## src/rtl/bpu_pkg.sv

```systemverilog
// Shared types and constants for the fetch-stage branch predictor.
package bpu_pkg;

    localparam int unsigned BPU_IDX_W = 6;

    localparam logic [5:0] OP_BEQ = 6'b000100;
    localparam logic [5:0] OP_BNE = 6'b000101;

    typedef enum logic [1:0] {
        SNT = 2'b00,
        WNT = 2'b01,
        WT  = 2'b10,
        ST  = 2'b11
    } ctr_e;

    localparam ctr_e CTR_RST = WNT;

    // Direction-independent payload carried from F into D with the branch.
    typedef struct packed {
        logic        pred;
        logic [31:0] target;
        logic [31:0] fall;
    } pend_t;

    // Saturating 2-bit counter step toward the resolved direction.
    function automatic ctr_e ctr_next(input ctr_e c, input logic taken);
        ctr_e n;
        n = c;
        unique case (c)
            SNT: n = taken ? WNT : SNT;
            WNT: n = taken ? WT  : SNT;
            WT:  n = taken ? ST  : WNT;
            ST:  n = taken ? ST  : WT;
            default: n = c;
        endcase
        return n;
    endfunction

endpackage

```

## src/rtl/bpu_pht.sv

```systemverilog
// Pattern history table: 2-bit counters, async read, sync saturating update.
module bpu_pht
    import bpu_pkg::*;
#(
    parameter int unsigned IDX_W = BPU_IDX_W
) (
    input  logic             clk,
    input  logic             rst_n,
    input  logic [IDX_W-1:0] rd_idx_i,
    output ctr_e             rd_ctr_o,
    input  logic             we_i,
    input  logic [IDX_W-1:0] wr_idx_i,
    input  logic             taken_i
);

    localparam int unsigned N = 1 << IDX_W;

    ctr_e ctr_q [N];

    assign rd_ctr_o = ctr_q[rd_idx_i];

    // Clear to weak-not-taken on reset, otherwise train the written entry.
    always_ff @(posedge clk) begin
        if (!rst_n) begin
            for (int unsigned i = 0; i < N; i++) begin
                ctr_q[i] <= CTR_RST;
            end
        end else if (we_i) begin
            ctr_q[wr_idx_i] <= ctr_next(ctr_q[wr_idx_i], taken_i);
        end
    end

endmodule

```

## src/rtl/f_bpu.sv

```systemverilog
// Fetch-stage beq/bne predictor with D-stage resolve, training and perf counters.
module f_bpu
    import bpu_pkg::*;
#(
    parameter int unsigned IDX_W = BPU_IDX_W
) (
    input  logic        clk,
    input  logic        reset,
    input  logic [31:0] F_pc,
    input  logic [31:0] F_instr,
    input  logic        stall,
    input  logic        D_taken,
    output logic        F_pred_taken,
    output logic [31:0] F_pred_pc,
    output logic        mispredict,
    output logic [31:0] redirect_pc,
    output logic [15:0] br_cnt,
    output logic [15:0] miss_cnt
);

    logic             valid_q, valid_d;
    logic [IDX_W-1:0] idx_q, idx_d;
    pend_t            pend_q, pend_d;
    logic [15:0]      br_cnt_q, br_cnt_d;
    logic [15:0]      miss_cnt_q, miss_cnt_d;

    logic             f_is_br;
    logic [31:0]      f_target;
    logic [31:0]      f_fall;
    logic [IDX_W-1:0] f_idx;
    ctr_e             f_ctr;
    logic             resolve;
    logic             unused_instr;

    assign f_idx        = F_pc[IDX_W+1:2];
    assign unused_instr = ^F_instr[25:16];

    bpu_pht #(
        .IDX_W (IDX_W)
    ) u_pht (
        .clk      (clk),
        .rst_n    (reset),
        .rd_idx_i (f_idx),
        .rd_ctr_o (f_ctr),
        .we_i     (resolve),
        .wr_idx_i (idx_q),
        .taken_i  (D_taken)
    );

    // F prediction, D resolve and next-state for the pending register and counters.
    always_comb begin
        f_is_br      = 1'b0;
        f_target     = '0;
        f_fall       = '0;
        resolve      = 1'b0;
        F_pred_taken = 1'b0;
        F_pred_pc    = '0;
        mispredict   = 1'b0;
        redirect_pc  = '0;
        valid_d      = valid_q;
        idx_d        = idx_q;
        pend_d       = pend_q;
        br_cnt_d     = br_cnt_q;
        miss_cnt_d   = miss_cnt_q;

        f_is_br  = (F_instr[31:26] == OP_BEQ) || (F_instr[31:26] == OP_BNE);
        f_fall   = F_pc + 32'd4;
        f_target = f_fall + {{14{F_instr[15]}}, F_instr[15:0], 2'b00};

        F_pred_taken = f_is_br & f_ctr[1];
        F_pred_pc    = F_pred_taken ? f_target : f_fall;

        resolve     = valid_q & ~stall;
        mispredict  = resolve & (D_taken != pend_q.pred);
        redirect_pc = D_taken ? pend_q.target : pend_q.fall;

        if (!stall) begin
            // A mispredict squashes the wrong-path instruction now in F.
            valid_d     = f_is_br & ~mispredict;
            idx_d       = f_idx;
            pend_d.pred   = F_pred_taken;
            pend_d.target = f_target;
            pend_d.fall   = f_fall;
        end

        if (resolve) begin
            br_cnt_d = br_cnt_q + 16'd1;
            if (mispredict) begin
                miss_cnt_d = miss_cnt_q + 16'd1;
            end
        end
    end

    // Pending F/D shadow and perf counter state.
    always_ff @(posedge clk) begin
        if (!reset) begin
            valid_q    <= 1'b0;
            idx_q      <= '0;
            pend_q     <= '0;
            br_cnt_q   <= '0;
            miss_cnt_q <= '0;
        end else begin
            valid_q    <= valid_d;
            idx_q      <= idx_d;
            pend_q     <= pend_d;
            br_cnt_q   <= br_cnt_d;
            miss_cnt_q <= miss_cnt_d;
        end
    end

    assign br_cnt   = br_cnt_q;
    assign miss_cnt = miss_cnt_q;

endmodule

```

## config.mk

```make
export PLATFORM = sky130hd
export DESIGN_NAME = f_bpu
export DESIGN_NICKNAME = d
export VERILOG_FILES = /design/src/rtl/bpu_pkg.sv /design/src/rtl/bpu_pht.sv /design/src/rtl/f_bpu.sv
export SDC_FILE = /design/constraint.sdc
export NUM_CORES = 1
export LEC_CHECK = 0
export ABC_AREA = 0
export CELL_PAD_IN_SITES_DETAIL_PLACEMENT = 1
export CELL_PAD_IN_SITES_GLOBAL_PLACEMENT = 1
export CORE_ASPECT_RATIO = 2
export CORE_MARGIN = 2
export CORE_UTILIZATION = 24
export CTS_BUF_LIST = sky130_fd_sc_hd__clkbuf_16
export DETAILED_ROUTE_END_ITERATION = 8
export PLACE_DENSITY = 0.5
export SLEW_MARGIN = 40
export SYNTH_ARGS = -nofsm -noshare
export SYNTH_HDL_FRONTEND = slang
export SYNTH_SLANG_ARGS = --single-unit
export TNS_END_PERCENT = 5
```

## constraint.sdc

```tcl
create_clock -name clk -period 8.7 [get_ports clk]
set_input_delay 2.175 -clock clk [delete_from_list [all_inputs] [get_ports clk]]
set_output_delay 2.175 -clock clk [all_outputs]
set_load 0.005 [all_outputs]
```

==> results.cfg <==
[timing]
rsz0062_at_grt = yes
post-route-min-period_ns = 8.78
worstMarginPinSlew_ns = 0.753
clock_skew_ns = 0.00981
fmax_mhz = 114
timing.hold.ws_ns = 0.465
slew_viol_final = 0
min_period_over_period = 1.01
fin_ws_ns = -0.0768
relSlewSlack = 0.498
setup_tns_ns = -0.0768
report.final.hold_viol_count = 0
setup_violations = 1

[power_and_ir_drop]
comb_power_share = 0.209
p_leak_nw = 6.71
clockPowerShare = 0.364
ir_drop_mv = 0.132
switchingPower_w = 0.000822
swShare = 0.284
power_density_mw_per_mm2 = 159
internal_power_w = 0.00207
pwr-share-seq = 0.427

[clock_tree]
tritoncts = done
cts_buffers = 24
clk_pin_slew_ns = 0.06
cts_root_buf = clkbuf_16
cts_sinks = 236
hold_buffers = 0
clock_path_buffers = 3
cts.htree.levels = 1
clk_latency_ns = 0.55

[setup_path]
startpoint_type = primary input
path_max_fanout = 3
critical_path_class = primary input to primary output
cp.required_ns = 6.53
cp-end-kind = primary output
cp.arrival_ns = 6.60
r2r_slack_ns = 4.57

[cells_and_area]
multi_input_area_mm2 = 0.00724
fin_nets = 1805
area_growth_pct = 33.1
instances_no_fill = 2467
antenna_cells = 0
regArea_mm2 = 0.00601
fill_cells = 6431
drive_above_1_share = 0.217
fin_util = 0.323

[synthesis]
ys_async_sr_fraction = 0
yosys.cell_types.count = 54
ys_seq_area_frac = 0.439
yosys.area.top_type = edfxtp_1
synth.area.top_cells = edfxtp_1, dfxtp_1, mux4_2, nor2_1, nand2_1
yosys_warnings = 0
synth_area_mm2 = 0.0137
synthFlopType = edfxtp_1
synth_most_common_cell = nor2_1
syn_inst = 1433
synth-edff-count = 128
synth_top_area_share = 0.281
synth_common_cells = nor2_1, nand2_1, edfxtp_1, dfxtp_1, nand3_1
syn_nets = 1539
syn-mean-instance-area_um2 = 9.54
synth_seq_cells = 236

[floorplan]
dieArea_mm2 = 0.0590
coreArea_mm2 = 0.0563
initial_utilization = 0.243
rows = 123
die_w_um = 173
fp.dieH_um = 342
pin_count = 166

[grt]
antenna_found_initial = 2
met2_usage = 0.355
grt_pass1_wl_mm = 76.6
busiest_layer = met2
use_met3 = 0.0170
track_usage = 0.169
grt-ovfl-total = 0
grt_pass1_vias = 12900
grt_max_degree = 78
use_met1 = 0.163

[detailed_routing]
wire_per_inst_um = 20.5
via_per_inst = 4.77
drt-pass1-iter-count = 6
vias = 11800
wl_mm = 50.5
drc = 0
drt_iter0_markers = 452
drt.antenna.violating_nets = 0

[outcome]
outcome = complete, but fails checks
violations = setup timing

[placed_design]
dp_hpwl_mm = 37.3
gp_congestion = 0.804
port_buffers = 154
dpl.cell_count = 2417

[job]
drv_cap = 0

[worst_hold_path]
min_path_type = register to register
## kinds of logic after synthesis
group | count (synthesis) | share of synthesized area
and+or+nand+nor | 618 | 0.200
DFF | 236 | 0.439
AOI/OAI and AO/OA | 186 | 0.0833
buffers and inverters | 152 | 0.0491
muxes | 121 | 0.140
xor gates and xnor gates | 80 | 0.0512
adders and majority gates | 40 | 0.0369
## power groups by stage
stage	clock network [W]	logic (W)	registers, W
after floorplan	0	0.000316	0.00125
after global placement	0	0.000587	0.00126
after detailed placement	0	0.000602	0.00126
after CTS	0.00110	0.000615	0.00124
after global routing	0.00113	0.000659	0.00124
final	0.00106	0.000605	0.00124
## layout by cell type (no fill, tap or decap), types with 33 or more instances in the layout
master           count
xor2_1              43
nand3_1             94
edfxtp_1           128
nor2_1             204
nand2_1            209
mux2i_1             34
ha_1                34
inv_1               44
buf_4              188
a21oi_1             58
xnor2_1             33
o21ai_0             42
mux4_2              53
dfxtp_1            107
mux2_2              34
clkdlybuf4s50_1    143
## registers in the layout (all words and copies together) (netlist names), named ones only
signal / cells
u_pht.ctr_q: 128
pend_q: 63
br_cnt: 16
miss_cnt: 16
idx_q: 6
valid_q: 1
## routing by layer
layer / up-vias / part of all wire / wire [um]
met5: - / 0.00032 / 16
met1: 5866 / 0.35 / 17500
met3: 82 / 0.028 / 1400
li1: 5594 / - / -
met2: 232 / 0.59 / 29600
met4: 2 / 0.039 / 1970
## critical path, stage by stage
cell             delay [ns]
clkdlybuf4s50_1        0.47
buf_6                  0.13
and4_1                 0.26
nand4_1                0.22
nor3_2                 0.26
and3_1                 0.22
nand3_1                0.12
xor2_2                 0.23
inv_1                  0.08
ha_1                   0.30
nand4_1                0.23
or3_1                  0.46
nand3b_1               0.18
o211ai_1               0.09
buf_4                  0.16
nor3_2                 0.07
xor2_1                 0.17
o21ai_1                0.16
buf_4                  0.13
clkdlybuf4s50_1        0.49
## path summary, 6_finish.rpt
path / start / cells after the start / endpoint
setup reg to reg: register / 8 / u_pht.ctr_q[15][0]$_SDFFCE_PN1P_
hold / removal: pend_q[54]$_SDFFE_PN0N_ / 2 / pend_q[54]$_SDFFE_PN0N_
setup / recovery: F_pc[2] / 20 / F_pred_pc[27]
hold reg to reg: pend_q[54]$_SDFFE_PN0N_ / 2 / pend_q[54]$_SDFFE_PN0N_
## final cells by class
type | count | share of cell area
multi-input cells | 1045 | 0.398
repair buffers | 351 | 0.170
clock inverters | 19 | 0.00756
flip-flops and latches | 236 | 0.330
inverters | 41 | 0.00860
clock buffers | 25 | 0.0344
well taps | 750 | 0.0516
## through the flow
stage / instance area [um^2] / power, W / worst slack [ns]
after floorplan: 13700 / 0.00156 / 0.699
after global placement: 17100 / 0.00185 / -0.530
after detailed placement: 17200 / 0.00186 / -0.551
after CTS: 18100 / 0.00295 / -0.118
after global routing: 18200 / 0.00303 / -0.263
final: 18200 / 0.00290 / -0.0768
## what timing repair did
item	4_1_cts	5_1_grt
endpoints found under the setup margin	9	10
gates resized for setup	38	11
pin swaps	12	3
buffers inserted	5	0
(Power assumes the default switching activity.)
